File: src/rtl/pll_ctrl_pkg.sv
// Shared definitions for the PLL lock controller: state encoding, parameter
// defaults and a small sizing helper.
package pll_ctrl_pkg;

    localparam int unsigned PLL_RST_CYCLES_DEF       = 16;
    localparam int unsigned LOCK_FILTER_CYCLES_DEF   = 64;
    localparam int unsigned LOCK_TIMEOUT_CYCLES_DEF  = 50000;
    localparam int unsigned RELEASE_DELAY_CYCLES_DEF = 256;
    localparam int unsigned MAX_RETRIES_DEF          = 4;

    typedef enum logic [2:0] {
        StPllRst   = 3'd0,
        StWaitLock = 3'd1,
        StRelease  = 3'd2,
        StRun      = 3'd3,
        StFail     = 3'd4
    } state_e;

    function automatic int unsigned max3(input int unsigned a, input int unsigned b,
                                         input int unsigned c);
        int unsigned m;
        m = (a > b) ? a : b;
        return (m > c) ? m : c;
    endfunction

endpackage

File: src/rtl/sync_2ff.sv
// Two-flop synchronizer for a single asynchronous level input.
module sync_2ff (
    input  logic clk_i,
    input  logic rst_i,
    input  logic d_i,
    output logic q_o
);

    logic meta_q;
    logic sync_q;

    always_ff @(posedge clk_i or posedge rst_i) begin
        if (rst_i) begin
            meta_q <= 1'b0;
            sync_q <= 1'b0;
        end else begin
            meta_q <= d_i;
            sync_q <= meta_q;
        end
    end

    assign q_o = sync_q;

endmodule

File: src/rtl/pll_lock_ctrl.sv
// PLL reset sequencer: pulses the PLL reset, filters lock, times out and retries,
// and holds the core in reset until lock has been stable for a release delay.
module pll_lock_ctrl
    import pll_ctrl_pkg::*;
#(
    parameter int unsigned PLL_RST_CYCLES       = PLL_RST_CYCLES_DEF,
    parameter int unsigned LOCK_FILTER_CYCLES   = LOCK_FILTER_CYCLES_DEF,
    parameter int unsigned LOCK_TIMEOUT_CYCLES  = LOCK_TIMEOUT_CYCLES_DEF,
    parameter int unsigned RELEASE_DELAY_CYCLES = RELEASE_DELAY_CYCLES_DEF,
    parameter int unsigned MAX_RETRIES          = MAX_RETRIES_DEF
) (
    input  logic       clk_i,
    input  logic       rst_i,
    input  logic       pll_lock_i,
    input  logic       req_rst_i,
    output logic       pll_rst_o,
    output logic       core_rst_o,
    output logic       locked_o,
    output logic       fail_o,
    output logic [3:0] retry_cnt_o,
    output logic [7:0] lock_loss_cnt_o
);

    localparam int unsigned CntMax = max3(PLL_RST_CYCLES, LOCK_TIMEOUT_CYCLES,
                                          RELEASE_DELAY_CYCLES);
    localparam int unsigned CntW   = $clog2(CntMax + 1);
    localparam int unsigned FiltW  = $clog2(LOCK_FILTER_CYCLES + 1);

    localparam logic [CntW-1:0]  RstLast     = CntW'(PLL_RST_CYCLES - 1);
    localparam logic [CntW-1:0]  TimeoutLast = CntW'(LOCK_TIMEOUT_CYCLES - 1);
    localparam logic [CntW-1:0]  ReleaseLast = CntW'(RELEASE_DELAY_CYCLES - 1);
    localparam logic [FiltW-1:0] FiltFull    = FiltW'(LOCK_FILTER_CYCLES);
    localparam logic [3:0]       RetryMax    = 4'(MAX_RETRIES);

    state_e           state_q, state_d;
    logic [CntW-1:0]  cnt_q, cnt_d;
    logic [FiltW-1:0] filt_q, filt_d;
    logic [3:0]       retry_q, retry_d;
    logic [7:0]       loss_q, loss_d;
    logic             pll_rst_q, core_rst_q, locked_q, fail_q;
    logic             lock_sync;
    logic             lock_good;

    sync_2ff u_lock_sync (
        .clk_i (clk_i),
        .rst_i (rst_i),
        .d_i   (pll_lock_i),
        .q_o   (lock_sync)
    );

    assign lock_good = (filt_q == FiltFull);

    always_comb begin
        state_d = state_q;
        cnt_d   = cnt_q + CntW'(1);
        retry_d = retry_q;
        loss_d  = loss_q;
        filt_d  = filt_q;

        unique case (state_q)
            StPllRst: begin
                if (cnt_q == RstLast) state_d = StWaitLock;
            end
            StWaitLock: begin
                // A good lock in the timeout cycle still counts as success.
                if (lock_good) begin
                    state_d = StRelease;
                end else if (cnt_q == TimeoutLast) begin
                    retry_d = retry_q + 4'd1;
                    state_d = (retry_d == RetryMax) ? StFail : StPllRst;
                end
            end
            StRelease: begin
                if (!lock_sync) begin
                    state_d = StWaitLock;
                end else if (cnt_q == ReleaseLast) begin
                    state_d = StRun;
                end
            end
            StRun: begin
                if (!lock_sync) begin
                    state_d = StPllRst;
                    if (loss_q != 8'hFF) loss_d = loss_q + 8'd1;
                end
            end
            StFail: begin
                state_d = StFail;
            end
            default: begin
                state_d = StPllRst;
            end
        endcase

        if (req_rst_i) begin
            state_d = StPllRst;
            retry_d = '0;
            loss_d  = loss_q;
        end

        if (!lock_sync) begin
            filt_d = '0;
        end else if (!lock_good) begin
            filt_d = filt_q + FiltW'(1);
        end

        // Every state entry (including a forced restart) starts a fresh count.
        if (req_rst_i || (state_d != state_q)) begin
            cnt_d = '0;
            if (state_d == StPllRst) filt_d = '0;
        end
    end

    always_ff @(posedge clk_i or posedge rst_i) begin
        if (rst_i) begin
            state_q    <= StPllRst;
            cnt_q      <= '0;
            filt_q     <= '0;
            retry_q    <= '0;
            loss_q     <= '0;
            pll_rst_q  <= 1'b1;
            core_rst_q <= 1'b1;
            locked_q   <= 1'b0;
            fail_q     <= 1'b0;
        end else begin
            state_q    <= state_d;
            cnt_q      <= cnt_d;
            filt_q     <= filt_d;
            retry_q    <= retry_d;
            loss_q     <= loss_d;
            pll_rst_q  <= (state_d == StPllRst);
            core_rst_q <= (state_d != StRun);
            locked_q   <= (state_d == StRun);
            fail_q     <= (state_d == StFail);
        end
    end

    assign pll_rst_o       = pll_rst_q;
    assign core_rst_o      = core_rst_q;
    assign locked_o        = locked_q;
    assign fail_o          = fail_q;
    assign retry_cnt_o     = retry_q;
    assign lock_loss_cnt_o = loss_q;

endmodule

File: config.mk
export PLATFORM = sky130hd
export DESIGN_NAME = pll_lock_ctrl
export DESIGN_NICKNAME = d
export VERILOG_FILES = /design/src/rtl/pll_ctrl_pkg.sv /design/src/rtl/sync_2ff.sv /design/src/rtl/pll_lock_ctrl.sv
export SDC_FILE = /design/constraint.sdc
export NUM_CORES = 1
export LEC_CHECK = 0
export ABC_AREA = 1
export BUFFER_PORTS_ARGS = -buffer_cell sky130_fd_sc_hd__buf_2
export CELL_PAD_IN_SITES_DETAIL_PLACEMENT = 1
export CELL_PAD_IN_SITES_GLOBAL_PLACEMENT = 2
export CORE_MARGIN = 8
export CORE_UTILIZATION = 34
export CTS_BUF_LIST = sky130_fd_sc_hd__clkbuf_4 sky130_fd_sc_hd__clkbuf_8
export CTS_CLUSTER_DIAMETER = 30
export DETAILED_ROUTE_END_ITERATION = 16
export PLACE_DENSITY_LB_ADDON = 0.25
export SLEW_MARGIN = 5
export SYNTH_ARGS = -nofsm -noshare
export SYNTH_HDL_FRONTEND = slang
export SYNTH_SLANG_ARGS = --single-unit
File: constraint.sdc
create_clock -name clk_i -period 1.9 [get_ports clk_i]
set_input_delay 0.095 -clock clk_i [delete_from_list [all_inputs] [get_ports clk_i]]
set_output_delay 0.095 -clock clk_i [all_outputs]
set_load 0.02 [all_outputs]
== Word level (Yosys, flattened, before mapping) ==
Cells that the tools add are included.

* Word-level logic and storage cells: 57
* Memories: 0
* Bits in latches: 0
* ROM bits: 0
* Register bits: 44
* Memory bits (writable): 0

* Add/subtract/negate cells: 4
* Reduce and logical (&&, ||, !) cells: 7
* Shifts and indexed selects: 0
* Multiplexer cells: 18
* Magnitude comparators: 0
* Multiply operators: 0
* Equal/unequal tests: 15
* Div/mod/pow operators: 0
* Bitwise operators: 2

{| class="wikitable"
|+ Operators with widths
! kind !! count
|-
| $mux 7 || 4
|-
| $mux 3 || 8
|-
| $add 16x1->16 const B || 1
|-
| $eq 16x16->1 const B || 1
|-
| $eq 16x4->1 const B || 1
|-
| $eq 16x8->1 const B || 1
|-
| $mux 16 || 1
|-
| $mux 4 || 4
|-
| $pmux 3 s5 || 1
|-
| $eq 3x2->1 const B || 3
|-
| $add 8x1->8 const B || 1
|-
| $ne 8x8->1 const B || 1
|-
| $add 7x1->7 const B || 1
|-
| $eq 7x7->1 const B || 1
|-
| $eq 3x3->1 const B || 2
|-
| $logic_not 3->1 || 2
|-
| $add 4x1->4 const B || 1
|-
| $eq 4x3->1 const B || 1
|-
| $reduce_and 4->1 || 1
|-
| $reduce_bool 2->1 || 2
|-
| $eq 3x1->1 const B || 1
|-
| $ne 3x2->1 const B || 1
|-
| $ne 3x3->1 || 1
|-
| $reduce_and 3->1 || 1
|-
| other kinds (3) || 4
|}

== Longest topological paths before layout ==
Gate-level depths: netlist of the first run.

* Depth in word-level cells: 10
* Gate-level depth with buffers: 13

== By module ==
From an unflattened synthesis of the first run, not the netlist that was laid out.

* Cell total of the unflattened synthesis: 253
* Area total of the unflattened synthesis: 2,244.7 sq um

{| class="wikitable"
|+ Modules (own cells, without submodules)
! module !! area each (sq um) !! instances !! cells each
|-
| pll_lock_ctrl || 2,190.9 || 1 || 250
|-
| sync_2ff || 53.8 || 1 || 3
|}

== Least setup slack after synthesis of the first run ==
OpenSTA, ideal clock, no wires.

* Path type: reg-to-reg
* From: register cnt_q[0]
* To: register filt_q[2]
* Path slack: 147 ps
* Library setup time: 125 ps
* Data required time: 1,775 ps
* Period minus slack after synthesis: 1,753 ps
* Cell stages (with the launch flop): 12
* Arrival: 1,628 ps
* Path through: dfrtp_1 ha_1 nand3_1 inv_1 nand3_1 nor2_2 nand2_2 nand2_1 nor2_2 nand3_4 buf_6 a21oi_2

* Word-level cells in the longest chain between the ends: 8
* Elaborated cells on any way between the ends: 15

{| class="wikitable"
|+ RTL lines
! what !! RTL line !! RTL
|-
| from (decl) || pll_lock_ctrl.sv:36 || <nowiki>logic [CntW-1:0] cnt_q, cnt_d;</nowiki>
|-
| from (signal assigned) || pll_lock_ctrl.sv:126 || <nowiki>cnt_q <= cnt_d;</nowiki>
|-
| $eq 16x8->1 or $eq 16x16->1 (tied branches) || pll_lock_ctrl.sv:76, pll_lock_ctrl.sv:68 ||
|-
| $mux 3, on equally long branches || pll_lock_ctrl.sv:76, pll_lock_ctrl.sv:68 ||
|-
| $mux 3, on equally long branches || pll_lock_ctrl.sv:74, pll_lock_ctrl.sv:66 ||
|-
| $pmux 3 s5 * || pll_lock_ctrl.sv:60 || <nowiki>unique case (state_q)</nowiki>
|-
| $mux 3 * || pll_lock_ctrl.sv:94 || <nowiki>if (req_rst_i) begin</nowiki>
|-
| $logic_not 3->1 or $ne 3x3->1 (tied branches) || pll_lock_ctrl.sv:109, pll_lock_ctrl.sv:107 ||
|-
| $mux 7 or $logic_or 1x1->1 (tied branches) || pll_lock_ctrl.sv:109, pll_lock_ctrl.sv:107 ||
|-
| $mux 7 * || pll_lock_ctrl.sv:107 || <nowiki>if (req_rst_i || (state_d != state_q)) begin</nowiki>
|-
| named net filt_d[2] || pll_lock_ctrl.sv:37 || <nowiki>logic [FiltW-1:0] filt_q, filt_d;</nowiki>
|-
| to (signal assigned) || pll_lock_ctrl.sv:127 || <nowiki>filt_q <= filt_d;</nowiki>
|-
| to (decl) || pll_lock_ctrl.sv:37 ||
|}

The timed path passes the listed nets; every way through them passes the cells marked *.
A chain may end at the register's enable or synchronous reset.

== Final worst setup path of the first run ==
* From: register filt_q[0]
* To: register cnt_q[9]

* Word-level cells in the longest chain between the ends: 7

{| class="wikitable"
|+ RTL lines
! what !! RTL line !! RTL
|-
| $eq 7x7->1 || pll_lock_ctrl.sv:51 || <nowiki>assign lock_good = (filt_q == FiltFull);</nowiki>
|-
| $mux 3 || pll_lock_ctrl.sv:66 || <nowiki>if (lock_good) begin</nowiki>
|-
| $pmux 3 s5 || pll_lock_ctrl.sv:60 ||
|-
| $mux 3 || pll_lock_ctrl.sv:94 ||
|-
| $ne 3x3->1 || pll_lock_ctrl.sv:107 ||
|-
| $logic_or 1x1->1 || pll_lock_ctrl.sv:107 ||
|-
| $mux 16 || pll_lock_ctrl.sv:107 ||
|-
| named net cnt_d[9] || pll_lock_ctrl.sv:36 ||
|}

The timed path passes the listed nets, and every way through them passes these cells.

==> impl_metrics.toml, run 1 <==
[logic_synthesis]
synth_top_family_by_area = "simple AND/OR/NAND/NOR gates"
async_flop_share_pct = 100
netlist_area_um2 = 2280
synthCells = 256
synth.yosys.seq_area_share_pct = 48.5
synth.net_count = 265
synth-xor-area-share_pct = 8.85
synth_compound_area_share_pct = 4.95
synthSimpleGateAreaFrac_pct = 27.9
ys_dominant_reg_cell = "dfrtp_1"
synth_seq_cells = 44
postSynthAreaPerCell_um2 = 8.90
synth.mux.area_fraction_pct = 0.495
synth_cell_types = 30
synth_enable_flop_cells = 0
yosys.area_share.adder_pct = 2.75
yosys_warnings = 0

[grt]
grt-ovfl-total = 0
grt_first_pass_wirelength_um = 8760
grt_pass1_vias = 1908
track_usage_pct = 11.2
antenna_found_initial = 0
grt_max_degree = 45

[cts]
cts_sinks = 44
path_clk_slew_ns = 0.09
cts_inserted_buffers = 5
clkLatencyLatePin_ns = 0.30
cts_tree = "done"
cts_htree_levels = 2
clk_path_buf_depth = 2
cts_root_buffer = "clkbuf_8"

[setup_path]
r2r-end = "cnt_q[9]"
startpoint_type = "flop"
rr_startpoint = "filt_q[0]"
arrival_ns = 2.05
r2r.worst_path.cells = 13
critPathCaptureType = "flop"
path_cells = "inv_1, ha_2, nand2_1, nor3_2, nand3_1, nand2_2, nand2_2, nand2_2, nand2_2, nor2_4, nand3_4, clkbuf_16, nor2_1"
cp_slowest_cell = "dfrtp_1"
critical_path_class = "flop to flop"
required_ns = 2.13
regToRegSetupSlack_ns = 0.08
cpPeakStageDelay_ns = 0.39
crit_top_cell = "nand2_2"
worstPathMaxFanout = 8

[floorplanning]
die_x_um = 97.8
start_util_pct = 34.3
design.die.area_um2 = 9570
num_rows = 30
fp.dieH_um = 97.8
pin_count = 20
core_area_um2 = 6640

[run_status]
status = "finished clean"

[power]
ir_drop_uv = 237
p_per_area_nw_per_um2 = 634
p_leak_nw = 1.37

[final_layout]
seq_area_um2 = 1100
syn_to_final_growth_pct = 25.9
layout_common_cells = "41 x dfrtp_1, 31 x nand2_1, 28 x nor2_1"
multi_input_area_um2 = 1090
fin_util_pct = 43.2
drive_gt1_share_pct = 34.5
layout.nets = 312
fill_cells = 799
antennaDiodeCount = 0
final_common_cell = "dfrtp_1"
stdcell_count = 384
final_area_um2 = 2870

[routing]
dr.first_iter.drc_count = 16
firstDrtPassIters = 3
wl_um = 5130
avgRoutedWirePerCell_um = 13.4
final_antenna_net_count = 0
vias = 1793
drc = 0
vias_per_cell = 4.67

[timing]
relSlewSlack_pct = 62.2
setup_ws_ns = 0.0787
finalSetupViolations = 0
drv_slew = 0
min_period_ns = 1.82
hold_ws_ns = 0.0400
clock_skew_ns = 0.00932
max_freq_mhz = 549
rsz0062_at_grt = "yes"
fin_crit_sh_pct = 95.9
hold_viol = 0
worst_pin_slew_ns = 0.567

[min_path]
hp-class = "input pin to flop"
hp-start = "req_rst_i"
hold_path_depth = 2
hold_path_end = "retry_cnt_o[2]"

[placed_design]
gp_congestion = 0.748
placed_area_um2 = 2570
dpl.hpwl_um = 3680
placed_cells = 366
io_buffers = 19
dp_worst_setup_slack_ns = 0.000577

[job]
max-cap-violations = 0
## worst max path at each step
stage,start,end,slack (ns),cells past startpoint
finish,filt_q[0],cnt_q[9],0.08,13
global route,filt_q[0],filt_q[6],-0.07,11
CTS,filt_q[1],cnt_q[11],0.03,13
detailed placement,cnt_q[1],filt_q[0],0.0006,10
global placement,cnt_q[0],filt_q[6],0.07,11
floorplan,cnt_q[0],filt_q[2],0.15,11
## state kept, by name (all words and copies together) (netlist names)
register / count
filt_q: 7
fail_o: 1
u_lock_sync.q_o: 1
u_lock_sync.meta_q: 1
pll_rst_o: 1
lock_loss_cnt_o: 8
state_q: 3
retry_cnt_o: 4
core_rst_o: 1
cnt_q: 16
locked_o: 1
## what timing repair did
item / 4_1_cts / 5_1_grt
resized for setup: 1 / 24
setup buffers: 0 / 7
hold endpoints to repair: 43 / 0
pin swaps: 0 / 12
hold buffers: 2 / 0
setup endpoints to repair: 17 / 24
cloned: 0 / 1
## cell type report
class	instances	area share [%]
sequential	44	38.5
multi-input combinational	176	38.2
timing repair buffer	43	11.3
inverter	33	4.32
tap	80	3.49
clock buffer	6	2.88
clock inverter	2	1.35
## power by group
group / internal [W] / switching, W / total [W]
sequential: 0.000945 / 0.00000739 / 0.000952
combinational: 0.0000419 / 0.0000605 / 0.000102
clock: 0.000430 / 0.000332 / 0.000762
total: 0.00142 / 0.000400 / 0.00182
## cells in the mapped netlist, types with 2 or more instances
| cell | number | share of area, % |
|---|---|---|
| a21oi_1 | 4 | 0.88 |
| a21oi_2 | 4 | 1.5 |
| buf_6 | 2 | 0.99 |
| dfrtp_1 | 42 | 46 |
| dfstp_2 | 2 | 2.3 |
| ha_1 | 5 | 2.7 |
| inv_1 | 28 | 4.6 |
| inv_2 | 4 | 0.66 |
| nand2_1 | 38 | 6.3 |
| nand2_2 | 5 | 1.4 |
| nand3_1 | 24 | 5.3 |
| nand4_1 | 3 | 0.82 |
| nor2_1 | 36 | 5.9 |
| nor2_2 | 10 | 2.7 |
| nor3_1 | 6 | 1.3 |
| nor3_2 | 2 | 0.88 |
| o21ai_0 | 7 | 1.5 |
| xnor2_1 | 7 | 2.7 |
| xor2_1 | 16 | 6.2 |
## worst max-delay path: cells and delay by family, from the launching register on
family | cells | cell delay (ns)
simple gates | 10 | 0.91
flops | 1 | 0.39
buf+inv | 2 | 0.27
fa+ha+maj | 1 | 0.18
## through the flow
step | TNS [ns] | power, W
finish | 0 | 0.00182
global placement | 0 | 0.00106
floorplan | 0 | 0.00102
CTS | 0 | 0.00184
global route | -1.03 | 0.00190
detailed placement | 0 | 0.00106
## cell families (layout without fill, tap and decap cells)
| group | Yosys count | count (layout) |
|---|---|---|
| flip-flops | 44 | 44 |
| adder cells (fa/ha/maj) | 5 | 5 |
| buffers and inverters | 36 | 84 |
| AND/OR/NAND/NOR | 130 | 130 |
| XOR/XNOR | 23 | 23 |
| AO/OA/AOI/OAI | 17 | 17 |
| multiplexers | 1 | 1 |
## layer usage
metal	up-vias	track usage, %	routed length (um)
met5	-	0	0
met4	0	3.96	46
met3	4	3.06	187
met2	18	18.5	2510
met1	868	13.5	2380
li1	903	-	-
(Power assumes the default switching activity.)
==> run 2: changes to the inputs <==
--- a/config.mk
+++ b/config.mk
@@ -10,7 +10,7 @@
 export CELL_PAD_IN_SITES_DETAIL_PLACEMENT = 1
 export CELL_PAD_IN_SITES_GLOBAL_PLACEMENT = 2
 export CORE_MARGIN = 8
-export CORE_UTILIZATION = 34
+export CORE_UTILIZATION = 41
 export CTS_BUF_LIST = sky130_fd_sc_hd__clkbuf_4 sky130_fd_sc_hd__clkbuf_8
 export CTS_CLUSTER_DIAMETER = 30
 export DETAILED_ROUTE_END_ITERATION = 16
==> constraint.sdc (replaced) <==
create_clock -name clk_i -period 2.23 [get_ports clk_i]
set_input_delay 0.1115 -clock clk_i [delete_from_list [all_inputs] [get_ports clk_i]]
set_output_delay 0.1115 -clock clk_i [all_outputs]
set_load 0.02 [all_outputs]
==> run 2 against run 1 <==
Wire length is 1.5% lower. Sequential power decreased by 14%. Worst hold slack improved by 0.010 ns. Clock-buffer cell count stayed put. Clock skew is 0.0022 ns lower.
==> impl_metrics.toml, run 2 (synthesized netlist as in run 1, its figures left out) <==
[final_layout]
drive_gt1_share_pct = 23.6
top_register = "cnt_q"
layout_common_cells = "42 x dfrtp_1, 37 x nand2_1, 36 x nor2_1"
final_common_cell = "dfrtp_1"
layout.nets = 296
fin_util_pct = 48.4
antennaDiodeCount = 0
syn_to_final_growth_pct = 15.5
largest_reg_flops = 16
final_area_um2 = 2630

[cts]
post_cts_buffers = 0
cts_sinks = 44
clkLatencyLatePin_ns = 0.30
cts_htree_levels = 2
cts_tree = "done"
cts_inserted_buffers = 5
path_clk_slew_ns = 0.09
clk_path_buf_depth = 2
cts_root_buffer = "clkbuf_8"

[floorplanning]
pin_count = 20
fp.dieH_um = 90.5
num_rows = 27
core_area_um2 = 5440
start_util_pct = 41.9
die_x_um = 90.5
design.die.area_um2 = 8190

[setup_path]
worstPathMaxFanout = 11
regToRegSetupSlack_ns = 0.21
r2r-end = "filt_q[3]"
cp_slowest_cell = "dfrtp_1"
arrival_ns = 2.25
startpoint_type = "flop"
cp.depth = 10
path_delay_family = "simple AND/OR/NAND/NOR gates"
crit_path_start = "filt_q[0]"
path_cells = "inv_1, ha_1, nand4_1, nand2_1, inv_1, nand2_1, nand3_2, nand3_1, nand3_4, a21oi_2"
rr_startpoint = "filt_q[0]"
critical_path_class = "flop to flop"
worstSetupEndpoint = "filt_q[3]"
critPathCaptureType = "flop"
path_buf_inv = 2
required_ns = 2.47
cpPeakStageDelay_ns = 0.43
r2r.worst_path.cells = 10

[routing]
vias = 1738
wl_um = 5050
drc = 0
final_antenna_net_count = 0
dr.first_iter.drc_count = 34
firstDrtPassIters = 4
vias_per_cell = 4.83
avgRoutedWirePerCell_um = 14.0

[power]
p_leak_nw = 1.27
p_per_area_nw_per_um2 = 539
ir_drop_uv = 285
finalPower_w = 0.00142

[timing]
setup_tns_ns = 0
min_period_ns = 2.02
clock_skew_ns = 0.00710
drv_slew = 0
finalSetupViolations = 0
max_freq_mhz = 496
relSlewSlack_pct = 74.6
worst_pin_slew_ns = 0.379
fin_crit_sh_pct = 90.4
rsz0062_at_grt = "no"
hold_viol = 0
hold_ws_ns = 0.0502

[grt]
grt-ovfl-total = 0
track_usage_pct = 12.7
grt_first_pass_wirelength_um = 8580
antenna_found_initial = 0
grt_pass1_vias = 1861
grt_max_degree = 25

[run_status]
status = "finished clean"

[placed_design]
placed_area_um2 = 2460
gp_congestion = 0.715
io_buffers = 19
dpl.hpwl_um = 3570

[job]
max-cap-violations = 0

[min_path]
hp-class = "input pin to flop"
## run 2: worst min-delay path by stage
stage          slack, ns  cells after the start                  to  startpoint
3_3_place_gp        0.16                      3           filt_q[1]       rst_i
4_1_cts             0.04                      2      retry_cnt_o[2]   req_rst_i
6_report            0.05                      2      retry_cnt_o[2]   req_rst_i
5_1_grt             0.06                      2      retry_cnt_o[2]   req_rst_i
3_5_place_dp        0.17                      3     u_lock_sync.q_o       rst_i
2_1_floorplan       0.14                      0  u_lock_sync.meta_q  pll_lock_i
## run 2: timing repair
item / CTS / global route
endpoints found under the hold margin: 43 / 0
gates resized for setup: 0 / 5
endpoints found under the setup margin: 0 / 23
hold buffers: 2 / 0
## run 2: layout make-up
| type | instances | area (um^2) |
|---|---|---|
| Clock buffer | 6 | 82.6 |
| Clock inverter | 2 | 15.0 |
| Fill cell | 681 | 2810 |
| Inverter | 33 | 124 |
| Multi-Input combinational cell | 178 | 1070 |
| Sequential cell | 44 | 1100 |
| Tap cell | 72 | 90.1 |
| Timing Repair Buffer | 25 | 145 |
## run 2: where the power goes
group	switching [W]	internal (W)
registers	0.00000885	0.000805
logic	0.0000459	0.0000217
clock network	0.000284	0.000251
total	0.000339	0.00108
## run 2: metrics by stage
step	worst slack, ns	std cells
after floorplan	0.477	256
after global placement	0.190	348
after detailed placement	0.0944	348
after CTS	0.0323	358
after global routing	0.0305	360
final	0.215	360
## run 2: per-layer routing
layer / vias to the layer above / track usage, % / wire, um
met2: 15 / 21.4 / 2440
met3: 7 / 3.41 / 151
met5: - / 0 / 0
li1: 878 / - / -
met4: 0 / 4.58 / 65
met1: 838 / 15.1 / 2400
==> run 3: changes to the inputs <==
--- a/config.mk
+++ b/config.mk
@@ -15,6 +15,7 @@
 export CTS_CLUSTER_DIAMETER = 30
 export DETAILED_ROUTE_END_ITERATION = 16
 export PLACE_DENSITY_LB_ADDON = 0.25
+export REMOVE_ABC_BUFFERS = 1
 export SLEW_MARGIN = 5
 export SYNTH_ARGS = -nofsm -noshare
 export SYNTH_HDL_FRONTEND = slang
==> run 3 against run 2 <==
Design area fell by 2.3%. Highest routed layer unchanged. Clock skew fell by 0.0014 ns. Cell count fell by 0.83%. Total power fell by 2.4%. First-iteration DRC count rose by 59%. Critical path type unchanged. Sequential power barely moved.
==> impl_metrics.toml, run 3 (synthesized netlist as in run 1, its figures left out) <==
[run_status]
status = "finished clean"

[cts]
post_cts_buffers = 0
cts_inserted_buffers = 5
cts_htree_levels = 2
cts_tree = "done"
cts_sinks = 44
cts_root_buffer = "clkbuf_8"
path_clk_slew_ns = 0.08
clk_path_buf_depth = 2
clkLatencyLatePin_ns = 0.29

[setup_path]
path_delay_family = "simple AND/OR/NAND/NOR gates"
required_ns = 2.45
critPathCaptureType = "flop"
rr_startpoint = "cnt_q[0]"
cpPeakStageDelay_ns = 0.41
cp_slowest_cell = "dfrtp_1"
regToRegSetupSlack_ns = 0.20
arrival_ns = 2.25
r2r.worst_path.cells = 10
worstPathMaxFanout = 23
cp.depth = 10
path_buf_inv = 1
critical_path_class = "flop to flop"
path_cells = "ha_1, nand3_1, inv_1, nand3_1, nor2_2, nand2_2, nand2_1, nor2_2, nand3_4, a21oi_1"
r2r-end = "filt_q[1]"
startpoint_type = "flop"

[grt]
grt_pass1_vias = 1879
antenna_found_initial = 0
grt_first_pass_wirelength_um = 8980
track_usage_pct = 13.2
grt_max_degree = 33
grt-ovfl-total = 0

[timing]
worst_pin_slew_ns = 0.455
min_period_ns = 2.03
hold_viol = 0
max_freq_mhz = 493
rsz0062_at_grt = "no"
drv_slew = 0
setup_tns_ns = 0
finalSetupViolations = 0
relSlewSlack_pct = 69.7
clock_skew_ns = 0.00569
fin_crit_sh_pct = 91.0
setup_ws_ns = 0.200
hold_ws_ns = 0.0624

[placed_design]
placed_area_um2 = 2460
io_buffers = 19
dpl.hpwl_um = 3690
gp_congestion = 0.745
dp_worst_setup_slack_ns = 0.166

[final_layout]
final_area_um2 = 2570
seq_area_um2 = 1100
layout_common_cells = "42 x dfrtp_1, 38 x nand2_1, 36 x nor2_1"
syn_to_final_growth_pct = 12.9
top_register = "cnt_q"
antennaDiodeCount = 0
final_common_cell = "dfrtp_1"
drive_gt1_share_pct = 22.8
layout.nets = 293
largest_reg_flops = 16
multi_input_area_um2 = 1030
fin_util_pct = 47.3
fill_cells = 663

[floorplanning]
core_area_um2 = 5440
die_x_um = 90.5
start_util_pct = 41.9
design.die.area_um2 = 8190
pin_count = 20
fp.dieH_um = 90.5
num_rows = 27

[min_path]
hp-class = "input pin to flop"
hp-start = "req_rst_i"
hold_path_end = "retry_cnt_o[2]"
hold_path_depth = 2

[routing]
vias = 1697
avgRoutedWirePerCell_um = 13.5
drc = 0
vias_per_cell = 4.75
final_antenna_net_count = 0
firstDrtPassIters = 4
wl_um = 4840
dr.first_iter.drc_count = 54

[job]
max-cap-violations = 0

[power]
p_leak_nw = 1.25
ir_drop_uv = 277
p_per_area_nw_per_um2 = 538
-- run 3: cell types whose count changed in the layout (fill, tap and decap cells not counted), sizes merged --
cell,delta
buf,-1
clkbuf,+1
clkinvlp,-2
inv,+1
nand3,-2
-- run 3: power by group --
part | leakage (nW) | total (W) | switching (W) | internal [W]
sequential | 0.595 | 0.000814 | 0.00000936 | 0.000805
clock | 0.0491 | 0.000508 | 0.000264 | 0.000245
combinational | 0.608 | 0.0000590 | 0.0000415 | 0.0000175
total | 1.25 | 0.00138 | 0.000315 | 0.00107
-- run 3: how the worst max path moves through the flow --
stage                          from         to  slack [ns]
after detailed placement   cnt_q[0]  filt_q[1]        0.17
after CTS                  cnt_q[0]  filt_q[1]        0.14
after floorplan            cnt_q[0]  filt_q[0]        0.43
after global routing      filt_q[0]  filt_q[0]       0.004
after global placement     cnt_q[0]  filt_q[0]        0.20
final                      cnt_q[0]  filt_q[1]        0.20
-- run 3: routing by layer --
layer	up-vias	share of wire, %	GRT usage, %
met5	-	0	0
li1	860	-	-
met4	0	1.4	4.58
met1	818	48	16.9
met3	6	2.6	2.41
met2	13	48	21.6
-- run 3: area by class of cell --
class | count | share of cell area, %
Clock inverter | 1 | 0.195
Clock buffer | 7 | 3.26
Timing Repair Buffer | 24 | 5.36
Multi-Input combinational cell | 176 | 39.9
Inverter | 33 | 4.82
Sequential cell | 44 | 42.9
Tap cell | 72 | 3.51
-- run 3: repair_timing --
item                                    in CTS  in global routing
hold endpoints to repair                    12                  0
hold buffers                                 2                  0
gates resized for setup                      0                  1
endpoints found under the setup margin       0                  3
-- run 3: worst register-to-register path: cells and delay by family (launching register included) --
kind / cells / cell delay, ns
AO/OA/AOI/OAI: 1 / 0.23
adder cells (fa/ha/maj): 1 / 0.23
buffers and inverters: 1 / 0.07
flip-flops: 1 / 0.41
AND/OR/NAND/NOR: 7 / 1.02
-- run 3: through the flow --
step / power (W) / cells
finish: 0.00138 / 357
global route: 0.00144 / 357
CTS: 0.00141 / 357
detailed placement: 0.000889 / 347
global placement: 0.000887 / 347
floorplan: 0.000866 / 253
